[src/rtl/spi_arbiter.sv]
// spi_arbiter: round-robin arbiter that shares one spi_master among N_REQ requesters.
// Optional watchdog abort (err port) is enabled by defining SPI_ARB_WATCHDOG_EN.
module spi_arbiter #(
   parameter int unsigned N_REQ       = 4,
   parameter int unsigned DATA_BITS   = 8,
   parameter int unsigned WDOG_CYCLES = 1024
) (
   input  logic                       clk,
   input  logic                       n_rst,
   input  logic [N_REQ-1:0]           req,
   input  logic [6*N_REQ-1:0]         req_words,
   input  logic [N_REQ-1:0]           req_tied,
   input  logic [DATA_BITS*N_REQ-1:0] req_data,
   output logic [N_REQ-1:0]           gnt,
   output logic [N_REQ-1:0]           rx_valid,
   output logic [DATA_BITS-1:0]       rx_data,
   output logic [N_REQ-1:0]           done,
`ifdef SPI_ARB_WATCHDOG_EN
   output logic [N_REQ-1:0]           err,
`endif
   output logic                       m_spi_en,
   output logic                       m_tied_SS,
   output logic [DATA_BITS-1:0]       m_data_in,
   output logic [5:0]                 m_data_words,
   input  logic                       m_ready,
   input  logic                       m_valid,
   input  logic [DATA_BITS-1:0]       m_data_out
);

   localparam int unsigned IDX_W  = $clog2(N_REQ);
   localparam int unsigned WORD_W = 6;

   if (N_REQ < 2 || N_REQ > 8 || WDOG_CYCLES == 0) begin : g_param_check
      $error("spi_arbiter: N_REQ must be 2..8 and WDOG_CYCLES nonzero");
   end

   typedef enum logic [1:0] {
      IDLE  = 2'd0,
      START = 2'd1,
      BUSY  = 2'd2,
      DONE  = 2'd3
   } state_t;

   state_t              state;
   logic [IDX_W-1:0]    last_q;
   logic [IDX_W-1:0]    win_q;
   logic [WORD_W-1:0]   word_cnt;
   logic                mv_q;

   logic                win_found;
   logic [IDX_W-1:0]    win_idx;
   logic [IDX_W-1:0]    cand;
   logic [WORD_W-1:0]   win_words;
   logic                win_tied;
   logic                mv_edge;

   assign mv_edge = m_valid & ~mv_q;

   // Round-robin search starting one past the last served requester
   always_comb begin
      win_found = 1'b0;
      win_idx   = '0;
      cand      = '0;
      for (int unsigned i = 1; i <= N_REQ; i++) begin
         cand = IDX_W'((32'(last_q) + i) % N_REQ);
         if (!win_found && req[cand]) begin
            win_found = 1'b1;
            win_idx   = cand;
         end
      end
   end

   // Winner's control fields and the granted requester's TX word
   always_comb begin
      win_words = '0;
      win_tied  = 1'b0;
      m_data_in = '0;
      for (int unsigned i = 0; i < N_REQ; i++) begin
         if (win_idx == IDX_W'(i)) begin
            win_words = req_words[WORD_W*i +: WORD_W];
            win_tied  = req_tied[i];
         end
         if (gnt[i]) begin
            m_data_in = m_data_in | req_data[DATA_BITS*i +: DATA_BITS];
         end
      end
   end

`ifdef SPI_ARB_WATCHDOG_EN
   localparam int unsigned WD_W = $clog2(WDOG_CYCLES + 1);
   logic [WD_W-1:0] wd_cnt;
`endif

   // m_data_words doubles as the latched word count W for the transaction
   always_ff @(posedge clk or negedge n_rst) begin
      if (!n_rst) begin
         state        <= IDLE;
         gnt          <= '0;
         rx_valid     <= '0;
         rx_data      <= '0;
         done         <= '0;
         m_spi_en     <= 1'b0;
         m_tied_SS    <= 1'b0;
         m_data_words <= '0;
         word_cnt     <= '0;
         last_q       <= IDX_W'(N_REQ - 1);
         win_q        <= '0;
         mv_q         <= 1'b0;
`ifdef SPI_ARB_WATCHDOG_EN
         err          <= '0;
         wd_cnt       <= '0;
`endif
      end else begin
         rx_valid <= '0;
         done     <= '0;
         m_spi_en <= 1'b0;
         mv_q     <= m_valid;
`ifdef SPI_ARB_WATCHDOG_EN
         err      <= '0;
`endif
         case (state)
            IDLE: begin
               if (m_ready && win_found) begin
                  gnt          <= N_REQ'(1) << win_idx;
                  win_q        <= win_idx;
                  m_spi_en     <= 1'b1;
                  m_data_words <= (win_words == '0) ? WORD_W'(1) : win_words;
                  m_tied_SS    <= win_tied;
                  word_cnt     <= '0;
`ifdef SPI_ARB_WATCHDOG_EN
                  wd_cnt       <= '0;
`endif
                  state        <= START;
               end
            end
            START: begin
`ifdef SPI_ARB_WATCHDOG_EN
               wd_cnt <= wd_cnt + WD_W'(1);
`endif
               state  <= BUSY;
            end
            BUSY: begin
               if (mv_edge) begin
                  word_cnt <= word_cnt + WORD_W'(1);
                  rx_valid <= gnt;
                  rx_data  <= m_data_out;
`ifdef SPI_ARB_WATCHDOG_EN
                  wd_cnt   <= '0;
`endif
                  if (word_cnt + WORD_W'(1) == m_data_words) begin
                     done  <= gnt;
                     state <= DONE;
                  end
               end
`ifdef SPI_ARB_WATCHDOG_EN
               else if (wd_cnt == WD_W'(WDOG_CYCLES - 1)) begin
                  err    <= gnt;
                  gnt    <= '0;
                  last_q <= win_q;
                  state  <= IDLE;
               end else begin
                  wd_cnt <= wd_cnt + WD_W'(1);
               end
`endif
            end
            DONE: begin
               gnt    <= '0;
               last_q <= win_q;
               state  <= IDLE;
            end
            default: state <= IDLE;
         endcase
      end
   end

endmodule

[config.mk]
export PLATFORM = sky130hd
export DESIGN_NAME = spi_arbiter
export DESIGN_NICKNAME = d
export VERILOG_FILES = /design/src/rtl/spi_arbiter.sv
export SDC_FILE = /design/constraint.sdc
export NUM_CORES = 1
export LEC_CHECK = 0
export CORE_ASPECT_RATIO = 1.1
export CORE_MARGIN = 2
export CORE_UTILIZATION = 44
export DETAILED_ROUTE_END_ITERATION = 7
export PLACE_DENSITY_LB_ADDON = 0.25
export SETUP_SLACK_MARGIN = 0.5
export SLEW_MARGIN = 10
export SYNTH_ARGS = -nofsm -noshare
export SYNTH_HDL_FRONTEND = slang
export SYNTH_SLANG_ARGS = --single-unit
[constraint.sdc]
create_clock -name clk -period 3.5 [get_ports clk]
set_clock_uncertainty 0.2 [all_clocks]
set_input_delay 0.7 -clock clk [delete_from_list [all_inputs] [get_ports clk]]
set_output_delay 0.7 -clock clk [all_outputs]
set_load 0.02 [all_outputs]
* Word level (Yosys, flattened, before mapping)
Cells that the tools add are included.
Operators by class: add/sub/neg operators 5, order comparisons 4, equality and inequality tests 10, shifts and indexed selects 1, multiplexer cells 45, bitwise logic cells 5, reductions and logical operators 17
Operators by type and width (count):
- two-way mux 6 bit | 7
- two-way mux 8 bit | 4
- two-way mux 4 bit | 6
- bitwise OR 8 bit | 3
- two-way mux 1 bit | 14
- two-way mux 2 bit | 7
- < comparator 2 x 3 -> 1 bit, second input constant | 4
- one-hot mux 6 bit (2 select lines) | 1
- binary-select mux 1 bit (select 2 bit) | 4
- == test 2 bit, second input constant | 4
- one-hot mux 2 bit (4 select lines) | 1
- one-hot mux 4 bit (2 select lines) | 1
- adder 6 x 1 -> 6 bit, second input constant | 1
- == test 6 bit | 1
- zero test 6 bit | 1
- != test 2 bit, second input constant | 3
- AND reduction 2 bit | 3
- AND reduction 3 bit | 2
- adder 2 x 1 -> 2 bit, second input constant | 2
- adder 2 bit, second input constant | 2
- == test 2 x 1 -> 1 bit, second input constant | 2
- logical AND 1 bit | 4
- zero test 2 bit | 2
- nonzero test 2 bit | 2
- other kinds (4) | 6
Word-level totals: register bits 41, input bits 76, output and inout bits 36, logic and storage cells 99

* Logic depth before layout (Yosys ltp)
word-level depth 20, gate-level depth with buffers 9, mapped depth without buffers 8

* Least setup slack after synthesis
OpenSTA, ideal clock, no wires.
kind reg2reg, start point register word_cnt[0], end point register state[1], library setup time 0.128 ns, arrival 2.038 ns, path slack 1.134 ns, cell stages (with the launch flop) 9, buffers on the path 0, cell sequence dfrtp_1 > ha_1 > nand3_2 > xor2_1 > xor2_1 > nand4_1 > or3b_1 > a21oi_2 > mux2_1
On the way: longest elaborated chain between the ends 4
Ends and longest elaborated chain:
- from (decl) | line 47 | logic [WORD_W-1:0] word_cnt;
- from (signal assigned) | line 144 | word_cnt <= word_cnt + WORD_W'(1);
- adder 6 x 1 -> 6 bit | line 150 | if (word_cnt + WORD_W'(1) == m_data_words) begin
- == test 6 bit | line 150
- != test 2 bit (no line)
- AND reduction 3 bit (no line)
- to (signal assigned) | line 152 | state <= DONE;
- to (signal assigned) | line 169 | state <= IDLE;
- to (signal assigned) | line 171 | default: state <= IDLE;
- to (decl) | line 44 | state_t state;
Every way passes these cells. A chain may end at the register's enable or synchronous reset.

* Worst setup path in the final report
start point input port req_data[14], end point output port m_data_in[6]
On the way: longest elaborated chain between the ends 6
Ends and longest elaborated chain:
- from (decl) | line 13 | input logic [DATA_BITS*N_REQ-1:0] req_data,
- bitwise OR 8 bit (*) | line 84 | m_data_in = m_data_in | req_data[DATA_BITS*i +: DATA_BITS];
- two-way mux 8 bit (*) | line 83 | if (gnt[i]) begin
- bitwise OR 8 bit | line 84
- two-way mux 8 bit (*) | line 83
- bitwise OR 8 bit | line 84
- two-way mux 8 bit (*) | line 83
- to (decl) | line 23 | output logic [DATA_BITS-1:0] m_data_in,
Every way passes the cells marked *; elsewhere a longest branch is shown, timed or not.

==> impl_results.html <==
<table>
<tr><th>Metric</th><th>Value</th></tr>
<tr><th colspan="2">Clocking</th></tr>
<tr><td>Clock buffer depth</td><td>2</td></tr>
<tr><td>Worst-path clk slew</td><td>approximately 0.070 ns</td></tr>
<tr><td>Number of clock sinks</td><td>41</td></tr>
<tr><td>Worst-Skew Late Latency</td><td>0.29 ns</td></tr>
<tr><td>TritonCTS clock tree</td><td>built</td></tr>
<tr><td>Post-CTS repair timing setup buffer count</td><td>0</td></tr>
<tr><td>Post_cts resized</td><td>0</td></tr>
<tr><td>Number of buffers inserted for hold repair after clock tree synthesis</td><td>0</td></tr>
<tr><td>Clock buffers created by TritonCTS</td><td>5</td></tr>
<tr><td>Number of H-tree levels</td><td>2</td></tr>
<tr><td>Master cell of the clock root buffer</td><td>clkbuf_8</td></tr>
<tr><th colspan="2">Die</th></tr>
<tr><td>Vertical die dimension</td><td>79.9 µm</td></tr>
<tr><td>Row cnt</td><td>27</td></tr>
<tr><td>Core region area</td><td>5030 µm²</td></tr>
<tr><td>DIE AREA</td><td>5830 µm²</td></tr>
<tr><td>Effective utilization at floorplan</td><td>45.8%</td></tr>
<tr><td>Die X-Extent</td><td>73.0 µm</td></tr>
<tr><td>Top-Level Pins</td><td>112</td></tr>
<tr><th colspan="2">Power</th></tr>
<tr><td>Share of total power in sequential cells</td><td>31.5%</td></tr>
<tr><td>Power density over the cells</td><td>731 nW/µm²</td></tr>
<tr><td>Net switching share of the total power</td><td>40.5%</td></tr>
<tr><td>Worst vdd ir</td><td>394 µV</td></tr>
<tr><td>Combinational Power Share</td><td>53.5%</td></tr>
<tr><td>Clk pwr share</td><td>around 15%</td></tr>
<tr><td>Net switching component of the power</td><td>1050 µW</td></tr>
<tr><td>Internal power component</td><td>1550 µW</td></tr>
<tr><td>Lkg Pwr</td><td>0.00153 µW</td></tr>
<tr><td>Final total power</td><td>~2600 µW</td></tr>
<tr><th colspan="2">Worst setup path</th></tr>
<tr><td>Beginning of the worst register-to-register path</td><td>word_cnt[0]$_DFFE_PN0P_</td></tr>
<tr><td>CP bufs+invs</td><td>2</td></tr>
<tr><td>Critical path class</td><td>in2out</td></tr>
<tr><td>Peak per-stage delay on the critical path</td><td>0.63 ns</td></tr>
<tr><td>Worst path most repeated cell</td><td>clkdlybuf4s50_1</td></tr>
<tr><td>Crit start category</td><td>primary input</td></tr>
<tr><td>Largest delay share family, worst path</td><td>buffers and inverters</td></tr>
<tr><td>Crit end category</td><td>output port</td></tr>
<tr><td>Top fanout value on the critical path</td><td>1</td></tr>
<tr><td>Ordered list of cells on the worst path</td><td>clkdlybuf4s50_1, a22oi_1, nand2_1, clkdlybuf4s50_1</td></tr>
<tr><td>Critical Path Start</td><td>req_data[14]</td></tr>
<tr><td>Signal arrival time at the worst endpoint</td><td>2.00 ns</td></tr>
<tr><td>Highest-delay cell along the critical path</td><td>clkdlybuf4s50_1</td></tr>
<tr><td>Required time worst endpoint</td><td>2.60 ns</td></tr>
<tr><th colspan="2">Routing</th></tr>
<tr><td>Number of vias per cell</td><td>5.18</td></tr>
<tr><td>Via count</td><td>~2,200</td></tr>
<tr><td>Average detailed-routed wire length per instance</td><td>14.3 µm</td></tr>
<tr><td>DRC violations left</td><td>0</td></tr>
<tr><td>Count of nets left with antenna violations after detail routing</td><td>0</td></tr>
<tr><td>First-pass iteration count of the detailed router</td><td>4</td></tr>
<tr><td>Total detailed-routing wirelength</td><td>6030 µm</td></tr>
<tr><td>Initial detailed-routing violation count</td><td>~110</td></tr>
<tr><th colspan="2">Timing</th></tr>
<tr><td>Final hold vios</td><td>0</td></tr>
<tr><td>Pins Over Slew Limit</td><td>0</td></tr>
<tr><td>Setup violators final</td><td>0</td></tr>
<tr><td>Clock period minus worst slack</td><td>2.90 ns</td></tr>
<tr><td>Fmax</td><td>345 MHz</td></tr>
<tr><td>Max transition margin</td><td>40.4%</td></tr>
<tr><td>Actual slew at the worst max-slew pin</td><td>roughly 0.9 ns</td></tr>
<tr><td>Ratio of final minimum period to clock period</td><td>82.7%</td></tr>
<tr><td>Setup repair after global routing missed its margin</td><td>no</td></tr>
<tr><td>Final total negative setup slack</td><td>0 ns</td></tr>
<tr><td>Worst-case hold slack</td><td>0.278 ns</td></tr>
<tr><td>Worst Setup Slack, final</td><td>0.604 ns</td></tr>
<tr><th colspan="2">Run status</th></tr>
<tr><td>Status</td><td>finished, final reports clean</td></tr>
<tr><th colspan="2">Synthesis</th></tr>
<tr><td>Register bit count reported by yosys</td><td>a little over 40</td></tr>
<tr><td>Gate count after technology mapping</td><td>approximately 250</td></tr>
<tr><td>Top_reg_cell synth</td><td>dfrtp_1</td></tr>
<tr><td>Mean cell area of the mapped netlist</td><td>9.07 µm²</td></tr>
<tr><td>Combined area of all synthesized cells</td><td>roughly 2300 µm²</td></tr>
<tr><td>Count of flip-flops with a built-in enable after synthesis</td><td>0</td></tr>
<tr><td>Distinct cell type count of the synthesized netlist</td><td>47</td></tr>
<tr><td>Share of the yosys chip area belonging to registers</td><td>44.6%</td></tr>
<tr><td>Synth Net Count</td><td>335</td></tr>
<tr><td>Post-synth ARST share</td><td>between 90% and 100%</td></tr>
<tr><td>Number of synthesis warnings</td><td>0</td></tr>
<tr><th colspan="2">Placed design</th></tr>
<tr><td>Post-place instance area</td><td>approximately 3400 µm²</td></tr>
<tr><td>Placer's final routability congestion estimate</td><td>around 0.81</td></tr>
<tr><td>Post-placement setup slack</td><td>0.406 ns</td></tr>
<tr><td>IO buf count</td><td>111</td></tr>
<tr><td>DP Wirelength</td><td>~4700 µm</td></tr>
<tr><th colspan="2">Global routing</th></tr>
<tr><td>Global-route wire length before repair</td><td>approximately 9900 µm</td></tr>
<tr><td>Largest net degree at the start of global routing</td><td>42</td></tr>
<tr><td>Global-route congestion overflow total</td><td>0</td></tr>
<tr><td>Initial antenna violation count</td><td>0</td></tr>
<tr><td>Number of global-route vias before repair</td><td>between 2,000 and 2,500</td></tr>
<tr><td>Tot GR Track Use</td><td>between 20% and 30%</td></tr>
<tr><th colspan="2">Hold path</th></tr>
<tr><td>Type of the tightest min-delay check</td><td>reg2reg</td></tr>
<tr><td>Hold wc startpoint</td><td>rx_data[0]$_DFFE_PN0P_</td></tr>
<tr><th colspan="2">Finish</th></tr>
<tr><td>Share of layout cells above drive strength 1</td><td>approximately 7.4%</td></tr>
<tr><td>Post-synthesis to final-layout area growth</td><td>54.2%</td></tr>
<tr><td>Number of fill cells</td><td>385</td></tr>
<tr><td># diodes</td><td>0</td></tr>
<tr><td>Nets</td><td>444</td></tr>
<tr><td>Post-layout instance area</td><td>3550 µm²</td></tr>
<tr><th colspan="2">Run</th></tr>
<tr><td>Max-cap violations</td><td>0</td></tr>
</table>
[cell usage in the layout, fill, tap and decap left out, types with 2 or more instances in the layout]
cell type,n
a32o_1,4
dfrtp_1,39
mux2_2,4
nand3_1,5
nor3_2,2
nand2_1,71
o22a_1,2
xor2_1,4
clkdlybuf4s50_1,110
a21oi_1,3
and2_1,9
clkbuf_8,6
xnor2_1,4
nand2b_1,2
a22oi_1,16
nor2_1,17
dfstp_2,2
o21ai_0,21
inv_1,5
buf_4,3
nor3_1,2
ha_1,5
[path summary, 6_finish.rpt]
path | end | slack, ns | depth (start not counted)
worst max-delay path | m_data_in[6] | 0.60 | 4
worst min-delay path | rx_data[0]$_DFFE_PN0P_ | 0.28 | 2
worst max register to register | state[1]$_DFFE_PN0P_ | 0.91 | 8
worst min register to register | rx_data[0]$_DFFE_PN0P_ | 0.28 | 2
max in group asynchronous | rx_data[4]$_DFFE_PN0P_ | 2.22 | 1
min in group asynchronous | rx_data[7]$_DFFE_PN0P_ | 0.33 | 1
[power by group through the flow]
stage	sequential, µW	clock (µW)	combinational [µW]
after CTS	817	397	1400
after floorplan	877	0	753
final	817	392	1390
after detailed placement	824	0	1390
after global placement	813	0	1370
after global routing	842	416	1520
[synthesized netlist by cell type, types with 2 or more instances]
master     n  share of area (%)
a32o_1     4                1.7
o21ai_0   21                4.6
buf_6      2               0.98
nor3_1     2               0.43
nand2b_1   2               0.54
xor2_1     4                1.5
ha_1       5                2.7
clkbuf_1   8                1.3
nor3_2     2               0.87
mux2_2     4                2.0
a21oi_1    3               0.65
nor2_1    17                2.8
nand2_1   71                 12
and2_1     9                2.4
o22a_1     2               0.76
nand3_1    5                1.1
dfstp_2    2                2.3
xnor2_1    4                1.5
a22oi_1   16                5.2
buf_4      2               0.65
inv_1      5               0.81
dfrtp_1   39                 42
[registers in the layout (all words and copies together) (netlist names)]
signal and count:
m_spi_en 1, done 4, rx_data 8, gnt 4, mv_q 1, last_q 2, state 2, win_q 2
m_data_words 6, word_cnt 6, m_tied_SS 1, rx_valid 4
[kinds of logic after synthesis]
family / count (synthesis) / synth area share, %
simple gates: 117 / 22.7
compound gates: 58 / 18.6
flops: 41 / 44.6
buf+inv: 17 / 3.75
xor+xnor: 10 / 4.72
mux: 6 / 2.88
fa+ha+maj: 5 / 2.71
[layout make-up]
type                       count  area [µm²]  share of cell area (%)
tap                           58        72.6                    2.04
timing repair buffer         114        1130                    31.7
inverter                       5        18.8                   0.528
multi-input combinational    196        1190                    33.5
sequential                    41        1030                    28.9
clock inverter                 1        30.0                   0.845
clock buffer                   7        86.3                    2.43
[tightest hold or removal path, delay by kind of cell, from the launching register on]
family / cells / cell delay, ns
flip-flops: 1 / 0.34
AND/OR/NAND/NOR: 2 / 0.11
[layer usage]
metal	track usage, %	vias up	routed length, µm
met4	5.56	0	85
met3	5.05	7	343
met2	36.2	82	2980
met1	28.0	1005	2630
li1	-	1092	-
met5	0	-	0
[through the flow]
stage          utilization, %  cells
3_3_place_gp             68.3    414
4_1_cts                  70.6    422
3_5_place_dp             68.3    414
5_1_grt                  70.6    422
6_report                 70.6    422
2_1_floorplan               -    254
(Power assumes the default switching activity.)
